<file path="src/rtl/smu_pkg.sv">
// smu_pkg: shared types for the sequence matcher.
//   cmp_op_e    - per-stage comparison operator encoding (matches cfg_op bits).
//   smu_state_e - matcher FSM states.
package smu_pkg;

  typedef enum logic [1:0] {
    CMP_EQ = 2'b00,
    CMP_LT = 2'b01,
    CMP_GT = 2'b10,
    CMP_NE = 2'b11
  } cmp_op_e;

  typedef enum logic [1:0] {
    SMU_IDLE  = 2'b00,
    SMU_ARMED = 2'b01,
    SMU_DONE  = 2'b10
  } smu_state_e;

endpackage

</file>
<file path="src/rtl/smu_cmp_stage.sv">
// smu_cmp_stage: purely combinational masked comparator for one stage.
//   obs  - observable bus sample
//   mask - bits taking part in the comparison
//   val  - reference value
//   op   - EQ / LT / GT / NE, unsigned on the masked operands
//   hit  - comparison result
module smu_cmp_stage
  import smu_pkg::*;
#(
  parameter int unsigned K = 8
) (
  input  logic [K-1:0] obs,
  input  logic [K-1:0] mask,
  input  logic [K-1:0] val,
  input  cmp_op_e      op,
  output logic         hit
);

  logic [K-1:0] a;
  logic [K-1:0] b;

  always_comb begin
    a   = obs & mask;
    b   = val & mask;
    hit = 1'b0;
    case (op)
      CMP_EQ:  hit = (a == b);
      CMP_LT:  hit = (a <  b);
      CMP_GT:  hit = (a >  b);
      CMP_NE:  hit = (a != b);
      default: hit = 1'b0;
    endcase
  end

endmodule

</file>
<file path="src/rtl/smu_seq_matcher.sv">
// smu_seq_matcher: multi-stage ordered sequence matcher on a K-bit bus.
//   clk, reset  - clock, synchronous active-high reset
//   en          - enable; low forces IDLE (sticky flag and counter kept)
//   obs_i       - observable bus
//   cfg_mask/val/op - per-stage compare config, stage s at [s*K +: K] / [2*s +: 2]
//   cfg_len     - active stage count (0 -> 1, >N -> N)
//   cfg_window  - max consecutive non-matching cycles between stages, 0 = unlimited
//   cfg_rearm   - 0 one-shot (hold in DONE), 1 restart at stage 0 after trigger
//   trig_clr    - clears trig_sticky and trig_count
//   stage_o     - current stage index
//   done_o      - high while in DONE
//   trigger     - registered one-cycle pulse on final-stage match
//   timeout     - registered one-cycle pulse on window expiry
//   trig_sticky - latched trigger flag
//   trig_count  - saturating trigger counter
module smu_seq_matcher
  import smu_pkg::*;
#(
  parameter int unsigned K  = 8,
  parameter int unsigned N  = 4,
  parameter int unsigned TW = 8,
  parameter int unsigned CW = 8
) (
  input  logic                   clk,
  input  logic                   reset,
  input  logic                   en,
  input  logic [K-1:0]           obs_i,
  input  logic [N*K-1:0]         cfg_mask,
  input  logic [N*K-1:0]         cfg_val,
  input  logic [2*N-1:0]         cfg_op,
  input  logic [$clog2(N):0]     cfg_len,
  input  logic [TW-1:0]          cfg_window,
  input  logic                   cfg_rearm,
  input  logic                   trig_clr,
  output logic [$clog2(N)-1:0]   stage_o,
  output logic                   done_o,
  output logic                   trigger,
  output logic                   timeout,
  output logic                   trig_sticky,
  output logic [CW-1:0]          trig_count
);

  localparam int unsigned SW = $clog2(N);
  localparam int unsigned LW = SW + 1;

  smu_state_e    state_q, state_d;
  logic [SW-1:0] stage_q, stage_d;
  logic [TW-1:0] win_q, win_d;
  logic          trigger_q, trigger_d;
  logic          timeout_q, timeout_d;
  logic          sticky_q, sticky_d;
  logic [CW-1:0] count_q, count_d;

  logic [N-1:0]  hit_vec;
  logic          stage_hit;
  logic [LW-1:0] len_eff;
  logic [LW-1:0] last_stage;
  logic          at_last;
  logic [CW-1:0] count_base;

  for (genvar g = 0; g < N; g++) begin : g_stage
    smu_cmp_stage #(.K(K)) u_cmp (
      .obs  (obs_i),
      .mask (cfg_mask[g*K +: K]),
      .val  (cfg_val[g*K +: K]),
      .op   (cmp_op_e'(cfg_op[2*g +: 2])),
      .hit  (hit_vec[g])
    );
  end

  always_comb begin
    if (cfg_len == '0) begin
      len_eff = LW'(1);
    end else if (cfg_len > LW'(N)) begin
      len_eff = LW'(N);
    end else begin
      len_eff = cfg_len;
    end
    last_stage = len_eff - LW'(1);
    at_last    = ({1'b0, stage_q} == last_stage);
    stage_hit  = hit_vec[stage_q];
    // Clear is applied first so a coincident final match counts from zero.
    count_base = trig_clr ? '0 : count_q;
  end

  always_comb begin
    state_d   = state_q;
    stage_d   = stage_q;
    win_d     = win_q;
    trigger_d = 1'b0;
    timeout_d = 1'b0;
    sticky_d  = trig_clr ? 1'b0 : sticky_q;
    count_d   = count_base;

    if (!en) begin
      state_d = SMU_IDLE;
      stage_d = '0;
      win_d   = '0;
    end else begin
      case (state_q)
        SMU_IDLE: begin
          state_d = SMU_ARMED;
          stage_d = '0;
          win_d   = '0;
        end
        SMU_ARMED: begin
          if (stage_hit) begin
            win_d = '0;
            if (at_last) begin
              trigger_d = 1'b1;
              sticky_d  = 1'b1;
              if (count_base != '1) begin
                count_d = count_base + CW'(1);
              end
              stage_d = '0;
              state_d = cfg_rearm ? SMU_ARMED : SMU_DONE;
            end else begin
              stage_d = stage_q + SW'(1);
            end
          end else if (stage_q == '0) begin
            win_d = '0;
          end else if ((cfg_window != '0) && (win_q == cfg_window - TW'(1))) begin
            // win_q counts earlier misses, so this is the cfg_window-th miss.
            stage_d   = '0;
            win_d     = '0;
            timeout_d = 1'b1;
          end else if (win_q != '1) begin
            win_d = win_q + TW'(1);
          end
        end
        SMU_DONE: begin
          if (trig_clr || cfg_rearm) begin
            state_d = SMU_ARMED;
            stage_d = '0;
            win_d   = '0;
          end
        end
        default: begin
          state_d = SMU_IDLE;
          stage_d = '0;
          win_d   = '0;
        end
      endcase
    end
  end

  always_ff @(posedge clk) begin
    if (reset) begin
      state_q   <= SMU_IDLE;
      stage_q   <= '0;
      win_q     <= '0;
      trigger_q <= 1'b0;
      timeout_q <= 1'b0;
      sticky_q  <= 1'b0;
      count_q   <= '0;
    end else begin
      state_q   <= state_d;
      stage_q   <= stage_d;
      win_q     <= win_d;
      trigger_q <= trigger_d;
      timeout_q <= timeout_d;
      sticky_q  <= sticky_d;
      count_q   <= count_d;
    end
  end

  assign stage_o     = stage_q;
  assign done_o      = (state_q == SMU_DONE);
  assign trigger     = trigger_q;
  assign timeout     = timeout_q;
  assign trig_sticky = sticky_q;
  assign trig_count  = count_q;

endmodule

</file>
<file path="config.mk">
export PLATFORM = sky130hd
export DESIGN_NAME = smu_seq_matcher
export DESIGN_NICKNAME = d
export VERILOG_FILES = /design/src/rtl/smu_pkg.sv /design/src/rtl/smu_cmp_stage.sv /design/src/rtl/smu_seq_matcher.sv
export SDC_FILE = /design/constraint.sdc
export NUM_CORES = 1
export LEC_CHECK = 0
export ABC_AREA = 1
export ABC_CLOCK_PERIOD_IN_PS = 2700
export CAP_MARGIN = 25
export CORE_MARGIN = 8
export CORE_UTILIZATION = 46
export CTS_BUF_LIST = sky130_fd_sc_hd__clkbuf_16
export DETAILED_ROUTE_END_ITERATION = 8
export PLACE_DENSITY_LB_ADDON = 0.08
export SLEW_MARGIN = 20
export SYNTH_ARGS = -nofsm -noshare
export SYNTH_HDL_FRONTEND = slang
export SYNTH_SLANG_ARGS = --single-unit
</file>
<file path="constraint.sdc">
create_clock -name clk -period 2.7 [get_ports clk]
set_input_delay 0.405 -clock clk [delete_from_list [all_inputs] [get_ports clk]]
set_output_delay 0.405 -clock clk [all_outputs]
set_load 0.01 [all_outputs]
</file>
==> key figures <==
Drt
  • DR vias/cell: 4.90
  • Mean routed wirelength per cell: 12.3 um
  • DRT antenna net count: 0
  • Vias: 3520
  • Drt first pass iters: 4
  • Drc violations: 0
  • DR iter-0 viols: 130
  • WL final: 8800 um

GRT
  • GRT Resource Usage Total: 17.8%
  • Number of antenna violations at the first check in global routing: 0
  • Vias in the first global route: 3441
  • Largest net degree at the start of global routing: 14
  • Global route overflow: 0
  • Global-route wire length before repair: 14700 um

Placed design
  • Hpwl dp: 7580 um
  • GP Congestion: 0.931
  • Port Buffers: 109
  • Pre-CTS WS: -97.7 ps

Synth
  • Synthesized area per cell: 5.73 um^2
  • Commonest cells in the netlist: nand2_1, inv_1, nor2_1, nand3_1, ha_1
  • Top-area cell type share of the netlist area: 21.9%
  • Top_reg_cell synth: dfxtp_1
  • FFs w/ async S/R, synth: 0%
  • Area leader, netlist: nand2_1
  • Most common cell in the synthesized netlist: nand2_1
  • Unique masters post-synth: 31
  • Mapped Cells: 524
  • Synth top area cells: nand2_1, ha_1, dfxtp_1
  • Post-synthesis sequential area ratio: 15.3%
  • Synth Net Count: 657
  • Number of synthesized flops with an enable pin: 0
  • Netlist Area Pre-Place: 0.00300 mm^2
  • Synth Register Bits: 23
  • Ys Warns: 0

Timing
  • Post-route setup slack: 223 ps
  • Slew Viols, Final: 0
  • Final worst path period need: 2480 ps
  • Actual slew at the worst max-slew pin: 439 ps
  • Fin. Hold Viols: 0
  • Clock Skews: 3.78 ps
  • F_max: 404 MHz
  • Setup Viol. Count Final: 0
  • Unrepaired setup endpoints after global routing: no
  • Fin Hold WS: 471 ps
  • Final cycle utilization of the critical path: 91.7%
  • Relative slew margins: 70.7%

Clocking
  • Clock transition at path regs: 60 ps
  • Worst skew pair latency: 250 ps
  • Clk root buf: clkbuf_16
  • Number of buffers created by CTS: 3
  • CTS tree: built
  • CTS HTree Levels: 1
  • Num Clock Sinks: 23
  • Post-CTS Hold Fix Bufs: 0
  • Clk buf depth: 2

Critical path
  • R2R Path Start: trig_count[0]
  • Crit-path max cell delay: 470 ps
  • Worst EP required: 2850 ps
  • FF-to-FF End: trig_count[4]
  • Reg2Reg Depth: 12
  • Crit end category: flop
  • CP Max Fanout: 5
  • Crit-path cells: clkdlybuf4s50_1 > nand2_1 > inv_1 > ha_1 > a21oi_2 > nor2_1 > nor2_1 > nand2_1 > nand2_1 > nand3_1 > nand2_1 > nand3_2 > nand2_4 > nand3_2 > nand2_2 > nand2_2 > nor2_1 > nor2_1
  • Critical setup path kind: input port to flop
  • Slowest stage cell, crit path: clkdlybuf4s50_1
  • Worst R2R Setup Slack: 810 ps
  • Critical Path AT: 2630 ps
  • Critical path launch point type: input port

Final layout
  • Nets: 775
  • Layout area overhead: 44.4%
  • Fillcell total: 575
  • Fraction of layout cells with a size suffix above 1: 4.84%
  • Ant. Diodes: 0

Power
  • Peak supply drop: 0.279 mV
  • Static leakage power: 2.31 nW
  • Power per Cell Area: 259 mW/mm^2
  • Total Power: 1.12 mW

Hold path
  • WHS Path Cells: 2
  • Hold Crit Class: flop to flop
  • Worst Hold Path EP: trig_sticky
  • Hold wc startpoint: trig_sticky

Die
  • IO Count: 110
  • Die H: 96.8 um
  • Die width: 96.8 um
  • Core footprint: 0.00635 mm^2
  • Initial Util: 47.3%
  • Die area: 0.00937 mm^2
  • Site Rows: 29

Run status
  • Status: finished, final reports clean

Run
  • Max Cap Viol: 0
[cell type report]
cell class	count	area, um^2	area share (%)
Tap cell	77	96.3	2.22
Inverter	90	340	7.85
Clock inverter	1	3.75	0.0866
Clock buffer	3	75.1	1.73
Multi-Input combinational cell	406	2190	50.5
Timing Repair Buffer	118	1170	26.9
Sequential cell	23	460	10.6
[metal layers]
layer	global-route usage (%)	routed length [um]	up-vias
met3	3.77	466	16
met5	0	0	-
met2	33.2	4370	111
met1	19.6	3800	1512
met4	4.50	167	0
li1	-	-	1881
[cell usage in the layout, fill, tap and decap left out, types with 2 or more instances in the layout]
| master | n |
|---|---|
| nand3_1 | 47 |
| a21oi_1 | 14 |
| nor3_2 | 2 |
| ha_1 | 37 |
| nand3b_1 | 5 |
| xor2_1 | 12 |
| nand2_1 | 175 |
| dlymetal6s2s_1 | 4 |
| nor2_2 | 6 |
| o21ai_0 | 7 |
| nor3_1 | 8 |
| dfxtp_1 | 23 |
| xnor2_1 | 5 |
| inv_1 | 90 |
| buf_4 | 9 |
| nor2_1 | 59 |
| clkdlybuf4s50_1 | 105 |
| nand4_1 | 10 |
| nand2_2 | 3 |
| a21o_1 | 3 |
| o21a_1 | 2 |
| nand3_2 | 3 |
| clkbuf_16 | 3 |
[report_power, final]
part	internal (mW)	total, mW	switching, mW	leakage, nW
combinational	0.238	0.460	0.222	2.08
clock	0.198	0.320	0.122	0.0423
sequential	0.341	0.343	0.00170	0.185
total	0.777	1.12	0.346	2.31
[registers in the layout, indices dropped and copies added (netlist names)]
signal / cells
trigger: 1
trig_sticky: 1
stage_o: 2
timeout: 1
state_q: 2
win_q: 8
trig_count: 8
[what timing repair did]
item | 4_1_cts | 5_1_grt
setup buffers | 0 | 2
gates resized for setup | 0 | 9
setup endpoints to repair | 0 | 13
[worst max path at each step]
stage | start | endpoint | slack [ps] | cells after the start
after floorplan | cfg_mask[31] | win_q[4] | 670 | 16
final | obs_i[5] | win_q[0] | 220 | 18
after CTS | obs_i[7] | trig_count[0] | 160 | 17
after detailed placement | obs_i[7] | trig_count[0] | -100 | 17
after global routing | obs_i[5] | win_q[1] | 0.002 | 17
after global placement | obs_i[7] | trig_count[1] | -4 | 15
[per-stage QoR]
step                      area, um^2  utilization [%]  TNS [ps]  instances
final                           4340             68.3         0        718
after global routing            4340             68.3         0        718
after CTS                       4290             67.5         0        715
after detailed placement        4210             66.3      -768        711
after global placement          4210             66.3     -4.20        711
after floorplan                 3000                -         0        524
[worst max-delay path, delay by kind of cell]
family          cells  cell delay, ps
simple gates       14            1260
buf+inv             2             510
compound gates      1             140
fa+ha+maj           1             310
[logic make-up (layout without fill, tap and decap cells)]
kind of cell	count (synthesis)	in the layout	share of synthesized area [%]
AOI/OAI and AO/OA	29	29	5.42
xor gates and xnor gates	17	17	4.96
adders and majority gates	37	37	15.4
buffers and inverters	96	212	12.3
DFF	23	23	15.3
and+or+nand+nor	322	323	46.5
Power figures use the tool's default switching activity.
